$ cat config.mk
export PLATFORM = sky130hd
export DESIGN_NAME = rvh2rrv_ruby_resp_packer
export DESIGN_NICKNAME = d
export VERILOG_FILES = /design/src/rtl/rvh2rrv_ruby_resp_packer.sv
export SDC_FILE = /design/constraint.sdc
export NUM_CORES = 1
export LEC_CHECK = 0
export ABC_CLOCK_PERIOD_IN_PS = 3990
export CAP_MARGIN = 20
export CORE_MARGIN = 2
export CORE_UTILIZATION = 30
export CTS_BUF_LIST = sky130_fd_sc_hd__clkbuf_8
export DETAILED_ROUTE_END_ITERATION = 8
export REMOVE_ABC_BUFFERS = 1
export SYNTH_ARGS = -nofsm -noshare
export SYNTH_HDL_FRONTEND = slang
export SYNTH_SLANG_ARGS = --single-unit
$ cat constraint.sdc
create_clock -name clk -period 3.99 [get_ports clk]
set_input_delay 0.5985 -clock clk [delete_from_list [all_inputs] [get_ports clk]]
set_output_delay 0.5985 -clock clk [all_outputs]
set_load 0.1 [all_outputs]
$ cat src/rtl/rvh2rrv_ruby_resp_packer.sv
// Packs L1D load/store responses into ruby responses, tracking outstanding ruby tags.
// Optional feature macro RVH_RUBY_RESP_CHECK_EN adds sticky resp_err_o and drops bad responses.
module rvh2rrv_ruby_resp_packer #(
  parameter int TAG_W  = 3,
  parameter int DATA_W = 64
) (
  input  logic              clk,
  input  logic              rst,
  input  logic              ruby_req_valid_i,
  output logic              ruby_req_ready_o,
  input  logic [5:0]        ruby_req_type_i,
  input  logic [TAG_W-1:0]  ruby_req_tag_i,
  input  logic              ld_resp_valid_i,
  output logic              ld_resp_ready_o,
  input  logic [TAG_W-1:0]  ld_resp_tag_i,
  input  logic [DATA_W-1:0] ld_resp_data_i,
  input  logic              st_resp_valid_i,
  output logic              st_resp_ready_o,
  input  logic [TAG_W-1:0]  st_resp_tag_i,
  output logic              ruby_resp_valid_o,
  input  logic              ruby_resp_ready_i,
  output logic [5:0]        ruby_resp_type_o,
  output logic [TAG_W-1:0]  ruby_resp_tag_o,
  output logic [DATA_W-1:0] ruby_resp_data_o,
  output logic [TAG_W:0]    inflight_cnt_o
`ifdef RVH_RUBY_RESP_CHECK_EN
  ,
  output logic              resp_err_o
`endif
);

  localparam int DEPTH = 1 << TAG_W;

  function automatic logic type_is_ld(input logic [5:0] req_type);
    case (req_type)
      6'd1, 6'd2, 6'd3, 6'd4, 6'd5, 6'd6, 6'd7, 6'd34, 6'd36: type_is_ld = 1'b1;
      default:                                                type_is_ld = 1'b0;
    endcase
  endfunction

  logic [DEPTH-1:0]  valid_r;
  logic [5:0]        type_r [DEPTH];
  logic              resp_valid_r;
  logic [5:0]        resp_type_r;
  logic [TAG_W-1:0]  resp_tag_r;
  logic [DATA_W-1:0] resp_data_r;
  logic [TAG_W:0]    inflight_r;

  logic              out_free_s;
  logic              req_fire_s;
  logic              ld_fire_s;
  logic              st_fire_s;
  logic              rsp_fire_s;
  logic              fwd_s;
  logic              free_s;
  logic [TAG_W-1:0]  rsp_tag_s;
  logic [DATA_W-1:0] rsp_data_s;
  logic [TAG_W:0]    inflight_nxt_s;

`ifdef RVH_RUBY_RESP_CHECK_EN
  logic [DEPTH-1:0]  is_ld_r;
  logic              bad_s;
  logic              resp_err_r;
`endif

  // Handshake decode: load wins the output slot, request stalls on a busy tag.
  always_comb begin
    out_free_s = !resp_valid_r || ruby_resp_ready_i;
    req_fire_s = ruby_req_valid_i && !valid_r[ruby_req_tag_i];
    ld_fire_s  = ld_resp_valid_i && out_free_s;
    st_fire_s  = st_resp_valid_i && out_free_s && !ld_resp_valid_i;
    rsp_fire_s = ld_fire_s || st_fire_s;
    if (ld_fire_s) begin
      rsp_tag_s  = ld_resp_tag_i;
      rsp_data_s = ld_resp_data_i;
    end else begin
      rsp_tag_s  = st_resp_tag_i;
      rsp_data_s = {DATA_W{1'b0}};
    end
`ifdef RVH_RUBY_RESP_CHECK_EN
    bad_s = !valid_r[rsp_tag_s] || (is_ld_r[rsp_tag_s] != ld_fire_s);
    fwd_s = rsp_fire_s && !bad_s;
`else
    fwd_s = rsp_fire_s;
`endif
    // Only a live entry contributes to the popcount, so only it may decrement.
    free_s = fwd_s && valid_r[rsp_tag_s];
  end

  // Outstanding count: a request and a free never target the same live tag.
  always_comb begin
    case ({req_fire_s, free_s})
      2'b10:   inflight_nxt_s = inflight_r + {{TAG_W{1'b0}}, 1'b1};
      2'b01:   inflight_nxt_s = inflight_r - {{TAG_W{1'b0}}, 1'b1};
      default: inflight_nxt_s = inflight_r;
    endcase
  end

  // Tag table: clear on forwarded response, then set on accepted request.
  always_ff @(posedge clk or posedge rst) begin
    if (rst) begin
      valid_r <= {DEPTH{1'b0}};
      for (int i = 0; i < DEPTH; i++) begin
        type_r[i] <= 6'd0;
      end
`ifdef RVH_RUBY_RESP_CHECK_EN
      is_ld_r <= {DEPTH{1'b0}};
`endif
    end else begin
      if (fwd_s) begin
        valid_r[rsp_tag_s] <= 1'b0;
      end
      if (req_fire_s) begin
        valid_r[ruby_req_tag_i] <= 1'b1;
        type_r[ruby_req_tag_i]  <= ruby_req_type_i;
`ifdef RVH_RUBY_RESP_CHECK_EN
        is_ld_r[ruby_req_tag_i] <= type_is_ld(ruby_req_type_i);
`endif
      end
    end
  end

  // Output register: load on forward, drop valid once ruby takes it.
  always_ff @(posedge clk or posedge rst) begin
    if (rst) begin
      resp_valid_r <= 1'b0;
      resp_type_r  <= 6'd0;
      resp_tag_r   <= {TAG_W{1'b0}};
      resp_data_r  <= {DATA_W{1'b0}};
    end else if (fwd_s) begin
      resp_valid_r <= 1'b1;
      resp_type_r  <= type_r[rsp_tag_s];
      resp_tag_r   <= rsp_tag_s;
      resp_data_r  <= rsp_data_s;
    end else if (ruby_resp_ready_i) begin
      resp_valid_r <= 1'b0;
    end
  end

  // Inflight counter register.
  always_ff @(posedge clk or posedge rst) begin
    if (rst) begin
      inflight_r <= {(TAG_W+1){1'b0}};
    end else begin
      inflight_r <= inflight_nxt_s;
    end
  end

`ifdef RVH_RUBY_RESP_CHECK_EN
  // Sticky error for responses to idle tags or with the wrong load/store kind.
  always_ff @(posedge clk or posedge rst) begin
    if (rst) begin
      resp_err_r <= 1'b0;
    end else if (rsp_fire_s && bad_s) begin
      resp_err_r <= 1'b1;
    end
  end

  assign resp_err_o = resp_err_r;
`endif

  assign ruby_req_ready_o  = !valid_r[ruby_req_tag_i];
  assign ld_resp_ready_o   = out_free_s;
  assign st_resp_ready_o   = out_free_s && !ld_resp_valid_i;
  assign ruby_resp_valid_o = resp_valid_r;
  assign ruby_resp_type_o  = resp_type_r;
  assign ruby_resp_tag_o   = resp_tag_r;
  assign ruby_resp_data_o  = resp_data_r;
  assign inflight_cnt_o    = inflight_r;

endmodule

* Word-level counts from Yosys, hierarchy flattened *
Cells that the tools add are included.

word-level totals
  input port bits = 85
  word-level logic and storage cells = 67
  bits in registers = 134
  output and inout bits = 81

operators by class
  eq/ne operators = 2
  mux-type cells = 21
  reduce and logical (&&, ||, !) cells = 16
  bitwise gates (word level) = 5
  add/subtract/negate cells = 2
  $lt $le $gt $ge = 7

operator list
  cell                                                                   count
  64-bit two-way mux                                                     1
  48-bit bitwise mux                                                     1
  6-bit binary-select mux with 3-bit select                              1
  6-bit demux with 3-bit select                                          1
  6-bit two-way mux                                                      3
  8-bit two-way mux                                                      2
  1-bit logical AND                                                      9
  8-bit bitwise AND                                                      1
  4-bit >= comparator, second input constant                             2
  3-bit by 4-bit < comparator with 1-bit output, second input constant   2
  3-bit inverter with 4-bit output                                       2
  8-bit inverter                                                         1
  8-bit OR                                                               1
  4-bit one-hot mux with 2 select lines                                  1
  1-bit binary-select mux with 3-bit select                              2
  1-bit demux with 3-bit select                                          2
  3-bit by 1-bit >= comparator with 1-bit output, second input constant  2
  1-bit two-way mux                                                      6
  4-bit by 1-bit adder with 4-bit output, second input constant          1
  4-bit by 1-bit < comparator with 1-bit output, second input constant   1
  2-bit nonzero test                                                     2
  4-bit by 1-bit subtractor with 4-bit output, second input constant     1
  1-bit zero test                                                        3
  3-bit two-way mux                                                      1
  3 further kinds                                                        4

* Logic depth before layout (Yosys ltp) *
  word-level depth = 13
  gate-level depth with buffers = 15
  mapped depth without buffers = 14

* Worst setup path before layout *
OpenSTA, ideal clock, no wires.

  path kind = in2reg
  start = input ruby_req_tag_i[2]
  end = register inflight_r[2], in the netlist inflight_cnt_o[2]
  slack = -683 ps
  buffers on the path = 1
  data arrival time = 4509 ps
  setup time = 163 ps
  cell stages on the path = 11
  data required time = 3827 ps
  cell sequence = clkbuf_1 mux4_2 mux2i_1 nand2_1 ha_1 xor2_1 ha_1 a21oi_1 xor2_1 nor2_1 xor2_1

on the way
  longest elaborated chain between the ends = 6
  elaborated cells between the ends (all ways) = 8

ends and longest elaborated chain
  what                                                                                   RTL line  RTL
  start, declared                                                                        12        input logic [TAG_W-1:0] ruby_req_tag_i,
  1-bit binary-select mux with 3-bit select (*)                                          --
  1-bit two-way mux (*)                                                                  --
  1-bit zero test (*)                                                                    --
  named net ruby_req_ready_o                                                             10        output logic ruby_req_ready_o,
  1-bit logical AND (*)                                                                  69        req_fire_s = ruby_req_valid_i && !valid_r[ruby_req_tag_i];
  2-bit by 1-bit equality test with 1-bit output or 2-bit equality test (tied branches)  92        case ({req_fire_s, free_s})
  4-bit one-hot mux with 2 select lines or 2-bit nonzero test (tied branches)            --
  end signal, assigned                                                                   143       inflight_r <= {(TAG_W+1){1'b0}};
  end signal, assigned                                                                   145       inflight_r <= inflight_nxt_s;
  end, declared                                                                          47        logic [TAG_W:0] inflight_r;

The timed path passes the listed nets; every way through them passes the cells marked *. The select of a mux whose other input is x is not followed.
A chain may end at the register's enable or synchronous reset.

* Worst setup path after layout *
  start = input ld_resp_valid_i
  end = register inflight_r[2], in the netlist inflight_cnt_o[2]

on the way
  longest elaborated chain between the ends = 7
  elaborated cells between the ends (all ways) = 12

ends and longest elaborated chain
  what                                                                                   RTL line  RTL
  start, declared                                                                        13        input logic ld_resp_valid_i,
  1-bit logical AND                                                                      70        ld_fire_s = ld_resp_valid_i && out_free_s;
  3-bit two-way mux                                                                      73        if (ld_fire_s) begin
  1-bit binary-select mux with 3-bit select                                              87        free_s = fwd_s && valid_r[rsp_tag_s];
  1-bit two-way mux (implied by the code)                                                87
  1-bit logical AND (*)                                                                  87
  2-bit by 1-bit equality test with 1-bit output or 2-bit equality test (tied branches)  92
  4-bit one-hot mux with 2 select lines or 2-bit nonzero test (tied branches)            --

Mark *: on every way between the ends. The rest lies on a longest branch, timed or not. The select of a mux whose other input is x is not followed.

==> flow_summary.toml <==
[run_status]
status = "finished, final reports clean"

[clock_network]
post_cts_buffers = 0
cts.path.max_buffers = 2
clk_latency_ns = 0.44
cts_tree = "yes"
cts_made_buffers = 17
hold_buffers = 0
clkSinkCount = 134
post_cts_resize_count = 0
clk_pin_slew_worst_paths_ns = 0.07
cts_root_buf = "clkbuf_8"
ctsHtreeMaxLevel = 4

[setup_path]
crit_arrival_ns = 3.51
endpoint_kind = "register"
critical-path-max-stage-delay_ns = 0.59
crit_top_cell = "xor2_1"
critPathLaunchType = "input port"
crit_required_ns = 4.31
criticalPathCategory = "input port to register"
crit_slowest_cell = "clkdlybuf4s50_1"
worstPathMaxFanout = 6
crit_chain = "clkdlybuf4s50_1 > and2_4 > mux2i_4 > mux2i_1 > mux2_2 > o22ai_2 > ha_1 > xor2_1 > ha_1 > a21oi_1 > xor2_1 > nor2_1 > xor2_1"

[yosys]
synthCells = 413
synthesis.area_sq_um = 5913
synth_top_area_cell = "dfrtp_1"
synth_cell_types = 40
synth_area_leaders = "dfrtp_1 57%, mux2_2 11%, a22o_1 9.6%"
synth_seq_cells = 134
yosysWarnings = 0
yosysSeqAreaShare_pct = 56.71
synth_top_area_share_pct = 56.71
synth_enable_flop_cells = 0
synth_flop_cell = "dfrtp_1"
ys_async_sr_fraction_pct = 100.0
syn_avg_cell_area_sq_um = 14.32

[layout]
fin_nets = 681
drive_above_1_share_pct = 25.25
n_antenna_cell = 0
area_growth_pct = 41.35
fillers = 1842
finalInstanceArea_sq_um = 8358

[hold_path]
worstHoldPathType = "register to register"

[floorplan]
rows = 51
die_h_um = 144.4
die-area_sq_um = 20850
ios = 166
dieWidth_um = 144.4
core_area_sq_um = 19400
start_util_pct = 30.48

[place]
hpwl_mm = 11.50
post-place-ws_ns = 0.3363
gp_congestion = 0.8335
portBuffers = 165
placed_area_sq_um = 7958

[timing]
setup_viol = 0
maxSlewViolCount = 0
rsz0062_at_grt = "false"
hold_violations = 0
clock-skew-final_ns = 0.008836
min_period_over_period_pct = 79.97
setup_ws_ns = 0.7993
max_freq_ghz = 0.3134
tightest_slew_ns = 1.022
slew_headroom_pct = 31.66
layout_min_cycle_time_ns = 3.191

[global_routing]
grt_overflow = 0
antenna_found_initial = 0
grt_pass1_vias = 4521
grt_first_pass_wirelength_mm = 24.50
grt_start_max_net_pins = 72
grt_use_total_pct = 15.59

[drt]
wl_per_cell_um = 18.51
dr.pass1.iters = 4
dr.first_iter.drc_count = 230
vias = 4290
routed_via_density = 4.925
finalWirelength_mm = 16.12
drc = 0
ant_nets = 0

[power]
p_total_uw = 5255
pwr-share-comb_pct = 40.4
leakage_uw = 0.003525
clockPowerShare_pct = 21.7
internal_power_uw = 3139
seq_power_share_pct = 37.9
irDropWorstVdd_mv = 0.2020
power_per_cell_area_nw_per_um2 = 628.7
switching_share_pct = 40.27
switching_power_uw = 2116

[run]
cap_violations = 0
metrics by stage:
step	std cells	util, %	TNS, ns	hold WS (ns)
2_1_floorplan	390	-	-111.79	0.4750
3_3_place_gp	839	41.02	0	0.4625
3_5_place_dp	839	41.02	0	0.4665
4_1_cts	871	43.09	0	0.4755
5_1_grt	871	43.09	0	0.4904
6_report	871	43.09	0	0.4721
sequential cells by signal (all words and copies together) (netlist names):
register and cells:
inflight_cnt_o 4, ruby_resp_data_o 64, ruby_resp_tag_o 3, ruby_resp_type_o 6
ruby_resp_valid_o 1, type_r 48, valid_r 8
layer usage:
metal	global-route usage [%]	up-vias	share of wire, %
li1	-	1927	-
met1	19.22	2181	42
met2	25.89	149	50
met3	4.106	33	5.4
met4	6.694	0	2.5
met5	0	-	0
cells in the mapped netlist, drive strengths merged, types with 2 or more instances:
| cell type | instances |
|---|---|
| and2 | 2 |
| o31ai | 2 |
| nand2 | 12 |
| nor2 | 17 |
| nor4 | 2 |
| mux4 | 16 |
| o21ai | 22 |
| a221oi | 5 |
| dfrtp | 134 |
| buf | 8 |
| nor3b | 2 |
| mux2 | 62 |
| a22o | 65 |
| a21oi | 3 |
| clkbuf | 15 |
| nor4b | 4 |
| xor2 | 4 |
| ha | 3 |
| mux2i | 8 |
| nor3 | 6 |
| nand2b | 11 |
| inv | 3 |
final cells by class:
class	count	area, sq um	share of cell area [%]
sequential	134	3353	40.12
multi-input combinational	253	2445	29.25
timing repair buffer	184	1812	21.68
tap	265	331.6	3.967
clock buffer	19	261.5	3.129
clock inverter	13	138.9	1.662
inverter	3	16.27	0.1946
path summary, 6_finish.rpt:
| kind | start | endpoint | slack [ns] | cells past startpoint |
|---|---|---|---|---|
| max reg2reg | ruby_resp_valid_o | inflight_cnt_o[2] | 1.01 | 14 |
| min in group asynchronous | rst | ruby_resp_data_o[29] | 0.61 | 2 |
| max in group asynchronous | rst | type_r[33] | 2.51 | 3 |
| max | ld_resp_valid_i | inflight_cnt_o[2] | 0.80 | 13 |
| min | inflight_cnt_o[3] | inflight_cnt_o[3] | 0.47 | 1 |
| min reg2reg | inflight_cnt_o[3] | inflight_cnt_o[3] | 0.47 | 1 |
cell usage in the layout, fill, tap and decap left out, types with 3 or more instances in the layout:
master	instances
clkbuf_8	19
o21ai_1	3
nor4b_2	4
xor2_1	4
dfrtp_1	134
mux2i_1	6
mux2_2	60
a221oi_2	5
bufinv_16	3
nand2_1	12
nand2b_1	11
ha_1	3
a21oi_1	3
nor2_1	16
inv_1	4
nor3_1	5
clkdlybuf4s50_1	162
o21ai_0	16
a22o_1	65
mux4_2	16
buf_4	20
clkinv_2	6
critical path, delay by kind of cell:
family / cells / cell delay [ns]
xor gates and xnor gates: 3 / 0.41
adders and majority gates: 2 / 0.47
and+or+nand+nor: 2 / 0.30
muxes: 3 / 0.79
AOI/OAI and AO/OA: 2 / 0.34
buffers and inverters: 1 / 0.59
cell families after synthesis:
logic type | synth area share, %
and+or+nand+nor | 6.136
adders and majority gates | 0.6349
DFF | 56.71
buffers and inverters | 2.137
xor gates and xnor gates | 0.7406
muxes | 19.81
AOI/OAI and AO/OA | 13.84
power groups by stage:
stage               combinational [uW]  sequential (uW)  clock (uW)
finish                            2120             1990        1140
floorplan                          754             2780           0
CTS                               2140             1990        1170
global placement                  2110             1980           0
detailed placement                2140             2010           0
global route                      2230             2030        1240
(Power assumes the default switching activity.)
